==> src/rtl/intersection_phase_scheduler.sv <==
// intersection_phase_scheduler: NS/EW signal sequencer with all-red clearance and inserted pedestrian walk.
// Optional night flashing-yellow mode is enabled by defining NIGHT_FLASH_EN.
module intersection_phase_scheduler #(
    parameter int CNT_W = 8
) (
    input  logic             clk,
    input  logic             reset,
    input  logic             tick,
`ifdef NIGHT_FLASH_EN
    input  logic             night,
`endif
    input  logic [CNT_W-1:0] green_len,
    input  logic [CNT_W-1:0] yellow_len,
    input  logic [CNT_W-1:0] allred_len,
    input  logic [CNT_W-1:0] walk_len,
    input  logic             ped_req,
    output logic             ped_ack,
    output logic             ns_red,
    output logic             ns_yellow,
    output logic             ns_green,
    output logic             ew_red,
    output logic             ew_yellow,
    output logic             ew_green,
    output logic             walk,
    output logic [2:0]       phase
);
    localparam logic [2:0] S_NSG = 3'd0;
    localparam logic [2:0] S_NSY = 3'd1;
    localparam logic [2:0] S_AR1 = 3'd2;
    localparam logic [2:0] S_EWG = 3'd3;
    localparam logic [2:0] S_EWY = 3'd4;
    localparam logic [2:0] S_AR2 = 3'd5;
    localparam logic [2:0] S_PED = 3'd6;
    localparam logic [2:0] S_FL  = 3'd7;

    logic [2:0]       state_q, state_d;
    logic [CNT_W-1:0] cnt_q, cnt_d, len_q, len_d, cur_len, lim, new_len;
    logic             init_q, req_q, req_d, dir_q, dir_d, ack_q, ack_d;
    logic             done, entering, night_w, flash_on;

    always_comb begin
        // The shadow length is not yet valid on the first edge after reset.
        cur_len  = init_q ? allred_len : len_q;
        lim      = (cur_len == '0) ? '0 : cur_len - CNT_W'(1);
        done     = tick && (cnt_q >= lim);
        state_d  = state_q;
        dir_d    = dir_q;
        if (state_q == S_FL) begin
            if (tick && !night_w) state_d = S_AR2;
        end else if (done) begin
            case (state_q)
                S_NSG:   state_d = S_NSY;
                S_NSY:   state_d = S_AR1;
                S_AR1: begin
                    state_d = night_w ? S_FL : req_q ? S_PED : S_EWG;
                    if (!night_w && req_q) dir_d = 1'b1;
                end
                S_EWG:   state_d = S_EWY;
                S_EWY:   state_d = S_AR2;
                S_AR2: begin
                    state_d = night_w ? S_FL : req_q ? S_PED : S_NSG;
                    if (!night_w && req_q) dir_d = 1'b0;
                end
                S_PED:   state_d = dir_q ? S_EWG : S_NSG;
                default: state_d = S_AR2;
            endcase
        end
        entering = state_d != state_q;
        new_len  = (state_d == S_NSG || state_d == S_EWG) ? green_len :
                   (state_d == S_NSY || state_d == S_EWY) ? yellow_len :
                   (state_d == S_PED) ? walk_len : allred_len;
        cnt_d    = entering ? '0 : tick ? cnt_q + CNT_W'(1) : cnt_q;
        len_d    = entering ? new_len : cur_len;
        ack_d    = entering && state_d == S_PED;
        // A request seen during the acknowledge cycle counts as already served.
        req_d    = ack_d ? 1'b0 : (ped_req && !ack_q) ? 1'b1 : req_q;
    end

    always_ff @(posedge clk or negedge reset) begin
        if (!reset) begin
            state_q <= S_AR2;
            cnt_q   <= '0;
            len_q   <= '0;
            init_q  <= 1'b1;
            req_q   <= 1'b0;
            dir_q   <= 1'b0;
            ack_q   <= 1'b0;
        end else begin
            state_q <= state_d;
            cnt_q   <= cnt_d;
            len_q   <= len_d;
            init_q  <= 1'b0;
            req_q   <= req_d;
            dir_q   <= dir_d;
            ack_q   <= ack_d;
        end
    end

`ifdef NIGHT_FLASH_EN
    logic flash_q, flash_d;
    assign night_w  = night;
    assign flash_on = flash_q;
    always_comb flash_d = (state_d != S_FL) ? 1'b0 : (state_q != S_FL) ? 1'b1 : tick ? ~flash_q : flash_q;
    always_ff @(posedge clk or negedge reset) begin
        if (!reset) flash_q <= 1'b0;
        else        flash_q <= flash_d;
    end
`else
    assign night_w  = 1'b0;
    assign flash_on = 1'b0;
`endif

    always_comb begin
        ns_green  = state_q == S_NSG;
        ns_yellow = state_q == S_NSY || (state_q == S_FL && flash_on);
        ns_red    = state_q inside {S_AR1, S_EWG, S_EWY, S_AR2, S_PED};
        ew_green  = state_q == S_EWG;
        ew_yellow = state_q == S_EWY || (state_q == S_FL && flash_on);
        ew_red    = state_q inside {S_NSG, S_NSY, S_AR1, S_AR2, S_PED};
        walk      = state_q == S_PED;
        phase     = state_q;
        ped_ack   = ack_q;
    end
endmodule

==> config.mk <==
export PLATFORM = sky130hd
export DESIGN_NAME = intersection_phase_scheduler
export DESIGN_NICKNAME = d
export VERILOG_FILES = /design/src/rtl/intersection_phase_scheduler.sv
export SDC_FILE = /design/constraint.sdc
export NUM_CORES = 1
export LEC_CHECK = 0
export CAP_MARGIN = 10
export CORE_ASPECT_RATIO = 0.5
export CORE_UTILIZATION = 46
export CTS_CLUSTER_DIAMETER = 80
export DETAILED_ROUTE_END_ITERATION = 10
export HOLD_SLACK_MARGIN = 0.08
export PLACE_DENSITY = 0.88
export SYNTH_ARGS = -nofsm -noshare
export SYNTH_HDL_FRONTEND = slang
export SYNTH_SLANG_ARGS = --single-unit
==> constraint.sdc <==
create_clock -name clk -period 4.3 [get_ports clk]
set_clock_uncertainty 0.05 [all_clocks]
set_input_delay 0.43 -clock clk [delete_from_list [all_inputs] [get_ports clk]]
set_output_delay 0.43 -clock clk [all_outputs]
set_load 0.02 [all_outputs]
==> impl_metrics.tcl <==
set metrics [dict create \
    cts.clk_slew.worst_paths_ns 0.11 \
    remaining_drc_errors 2 \
    worst_slack_ns -0.487 \
    via_count 2928 \
    violations "DRC, setup timing" \
    min_period_ns 4.79 \
    die_width_um 97.7 \
    worstPathArrival_ns 4.91 \
    fp.dieArea_sq_um 4870 \
    cts_tree "built" \
    status "complete, but fails checks" \
    rows 16 \
    cpMostUsedCell "buf_6" \
    clock-sinks 23 \
    drv_slew 0 \
    num-fill-cells 211 \
    final_util 0.801 \
    ctsHtreeMaxLevel 1 \
    clk_path_buf_depth 2 \
    max_stage_delay_ns 0.64 \
    start_util 0.508 \
    grt_max_degree 24 \
    grt_pass1_vias 2687 \
    pin_count 47 \
    share_comb_of_total_power 0.695 \
    viasPerCell 7.34 \
    layout_commonest_cell "buf_4" \
    p_leak_nw 1.39 \
    critPathMaxFanout 5 \
    antenna_cells 0 \
    intPower_uw 960 \
    cts-root-buf "clkbuf_8" \
    cts_hold_buffers 0 \
    worst_ir_drop_vdd_mv 0.283 \
    yosys_warnings 0 \
    hold_violations 0 \
    fmax_mhz 209 \
    antenna_left 0 \
    critPathSlowestCell "dfstp_2" \
    drt_first_iter_violations 461 \
    start_kind "flop" \
    rsz0062_at_grt "yes" \
    max_slew_margin 0.620 \
    total_switching_power_uw 957 \
    wirelength_mm 10.2 \
    synth_ff_type "dfrtp_1" \
    fin_nets 394 \
    end_kind "flop" \
    clock_latency_ns 0.29 \
    sequentialPowerShare 0.224 \
    drv_cap 0 \
    setup_viol 18 \
    critPathKind "flop to flop" \
    grt_pass1_wl_mm 12.8 \
    cp_cell_sequence "mux2i_4 -> ha_2 -> o21ai_4 -> or3_1 -> and2_1 -> ha_1 -> nand2b_1 -> a2111o_1 -> a32o_2 -> a21o_1 -> buf_6 -> a211oi_4 -> buf_6 -> buf_12 -> nor4_2 -> o41ai_2" \
    synth.ff_latch_count 23 \
    drive_gt1_frac 0.319 \
    place_hpwl_mm 5.10 \
    required_ns 4.43 \
    synth-async-reset-ratio 1.00 \
    syn_to_final_growth_pct 57.6 \
    synth_edf_count 0 \
    layoutNonFillerInstCount 399 \
    synth.avg_cell_area_sq_um 8.46 \
    yosysSeqAreaShare 0.275 \
    p_sw_frac 0.499 \
    p_clk_frac 0.080 \
    tightest_slew_ns 0.565 \
    first_pass_iters 11 \
    gp_congestion 0.947 \
    die_h_um 49.8 \
    min_path_type "input port to async pin" \
    finalCritPeriodShare 1.11 \
    synth.distinct_cells 53 \
    dp_cells 371 \
    final_cell_mix "buf_4 (47), clkdlybuf4s50_1 (46), nor2_1 (20), dfrtp_1 (20), nand2_1 (16)" \
    grt_usage 0.343 \
    gr-total-overflow 0 \
    wl_per_cell_um 25.5 \
    antenna_found_initial 0 \
    netlist_instances 249 \
    dp_worst_setup_slack_ns -0.454 \
    port_buffers 46 \
    fp.coreArea_sq_um 4140 \
    synth_fp_nets 297 \
    power_density_nw_per_um2 578 \
    synth_area_sq_um 2110 \
    cts_inserted_buffers 3 \
]
## cells by family (layout without fill, tap and decap cells)
group           count (synthesis)  after routing  share of synthesized area
xor+xnor                       12             12                     0.0499
compound gates                 67             67                      0.250
fa+ha+maj                      12             12                     0.0713
mux                            10             10                     0.0541
flops                          23             23                      0.275
buf+inv                        18            114                     0.0362
simple gates                  106            106                      0.261
other cells                     1              1                    0.00178
## worst max-delay path: cells and delay by family, from the launching register on
kind                       cells  cell delay [ns]
buffers and inverters          3             0.40
and+or+nand+nor                4             0.86
muxes                          1             0.31
DFF                            1             0.64
AOI/OAI and AO/OA              6             1.85
adders and majority gates      2             0.54
## state kept, by name, indices dropped and copies added, names as in the netlist
name,count
cnt_q,8
len_q,8
phase,3
dir_q,1
init_q,1
ped_ack,1
req_q,1
## per-stage QoR
step / setup TNS, ns / power, mW / cell area [sq um] / hold WS, ns
6_report: -3.76 / 1.92 / 3320 / 0.412
5_1_grt: -5.64 / 1.99 / 3320 / 0.446
4_1_cts: -0.00834 / 1.63 / 3070 / 0.532
3_5_place_dp: -3.45 / 1.39 / 2860 / 0.513
3_3_place_gp: -2.14 / 1.33 / 2860 / 0.474
2_1_floorplan: 0 / 0.987 / 2130 / 0.0844
## what timing repair did
item,4_1_cts,5_1_grt
setup buffers,12,11
endpoints found under the setup margin,9,18
resized for setup,18,21
gates cloned,0,1
pin swaps,13,10
## worst paths after layout
path                       cells after the start  slack [ns]    from        to
min in group clk                               2        0.53   dir_q     dir_q
min reg2reg                                    2        0.53   dir_q     dir_q
min                                            1        0.41   reset  len_q[3]
max in group asynchronous                      2        3.18   reset  phase[0]
max                                           16       -0.49  init_q  len_q[2]
max reg2reg                                   16       -0.49  init_q  len_q[2]
## layer usage
metal	vias to the layer above	wire, um	track usage
li1	1118	-	-
met1	1321	3490	0.388
met2	354	4350	0.599
met3	135	1400	0.0738
met4	0	914	0.225
met5	-	0	0
## cells in the mapped netlist, types with 2 or more instances
master	number	area share
nor2_1	21	0.037
xnor2_1	2	0.0083
a21o_1	4	0.014
xor2_1	10	0.042
dfrtp_1	20	0.24
nor4_1	14	0.042
a21oi_1	14	0.033
inv_1	7	0.012
o21ai_0	16	0.038
ha_1	12	0.071
nand4_1	3	0.0089
o21a_1	8	0.029
and3_1	5	0.015
and2_1	2	0.0059
clkbuf_1	8	0.014
o41ai_2	2	0.015
nor3_1	15	0.036
nand2_1	16	0.029
or2_2	11	0.033
a21boi_0	2	0.0071
nand3_1	5	0.012
dfstp_2	3	0.037
o41ai_1	5	0.021
nor2b_1	2	0.0059
a211oi_2	2	0.012
mux2i_1	8	0.038
nand2b_1	6	0.018
## final cells by class
| type | count | area, sq um | area share |
|---|---|---|---|
| multi-input cells | 208 | 1640 | 0.494 |
| repair buffers | 103 | 961 | 0.290 |
| flip-flops and latches | 23 | 579 | 0.175 |
| well taps | 54 | 67.6 | 0.0204 |
| clock buffers | 4 | 45.0 | 0.0136 |
| inverters | 7 | 26.3 | 0.00792 |
## power by group through the flow
| stage | sequential (mW) | clock (mW) | combinational (mW) |
|---|---|---|---|
| floorplan | 0.373 | 0 | 0.614 |
| global placement | 0.404 | 0 | 0.922 |
| detailed placement | 0.409 | 0 | 0.980 |
| CTS | 0.409 | 0.145 | 1.08 |
| global route | 0.440 | 0.158 | 1.39 |
| finish | 0.430 | 0.154 | 1.33 |
Note: power is estimated with default switching activity, not from simulation.
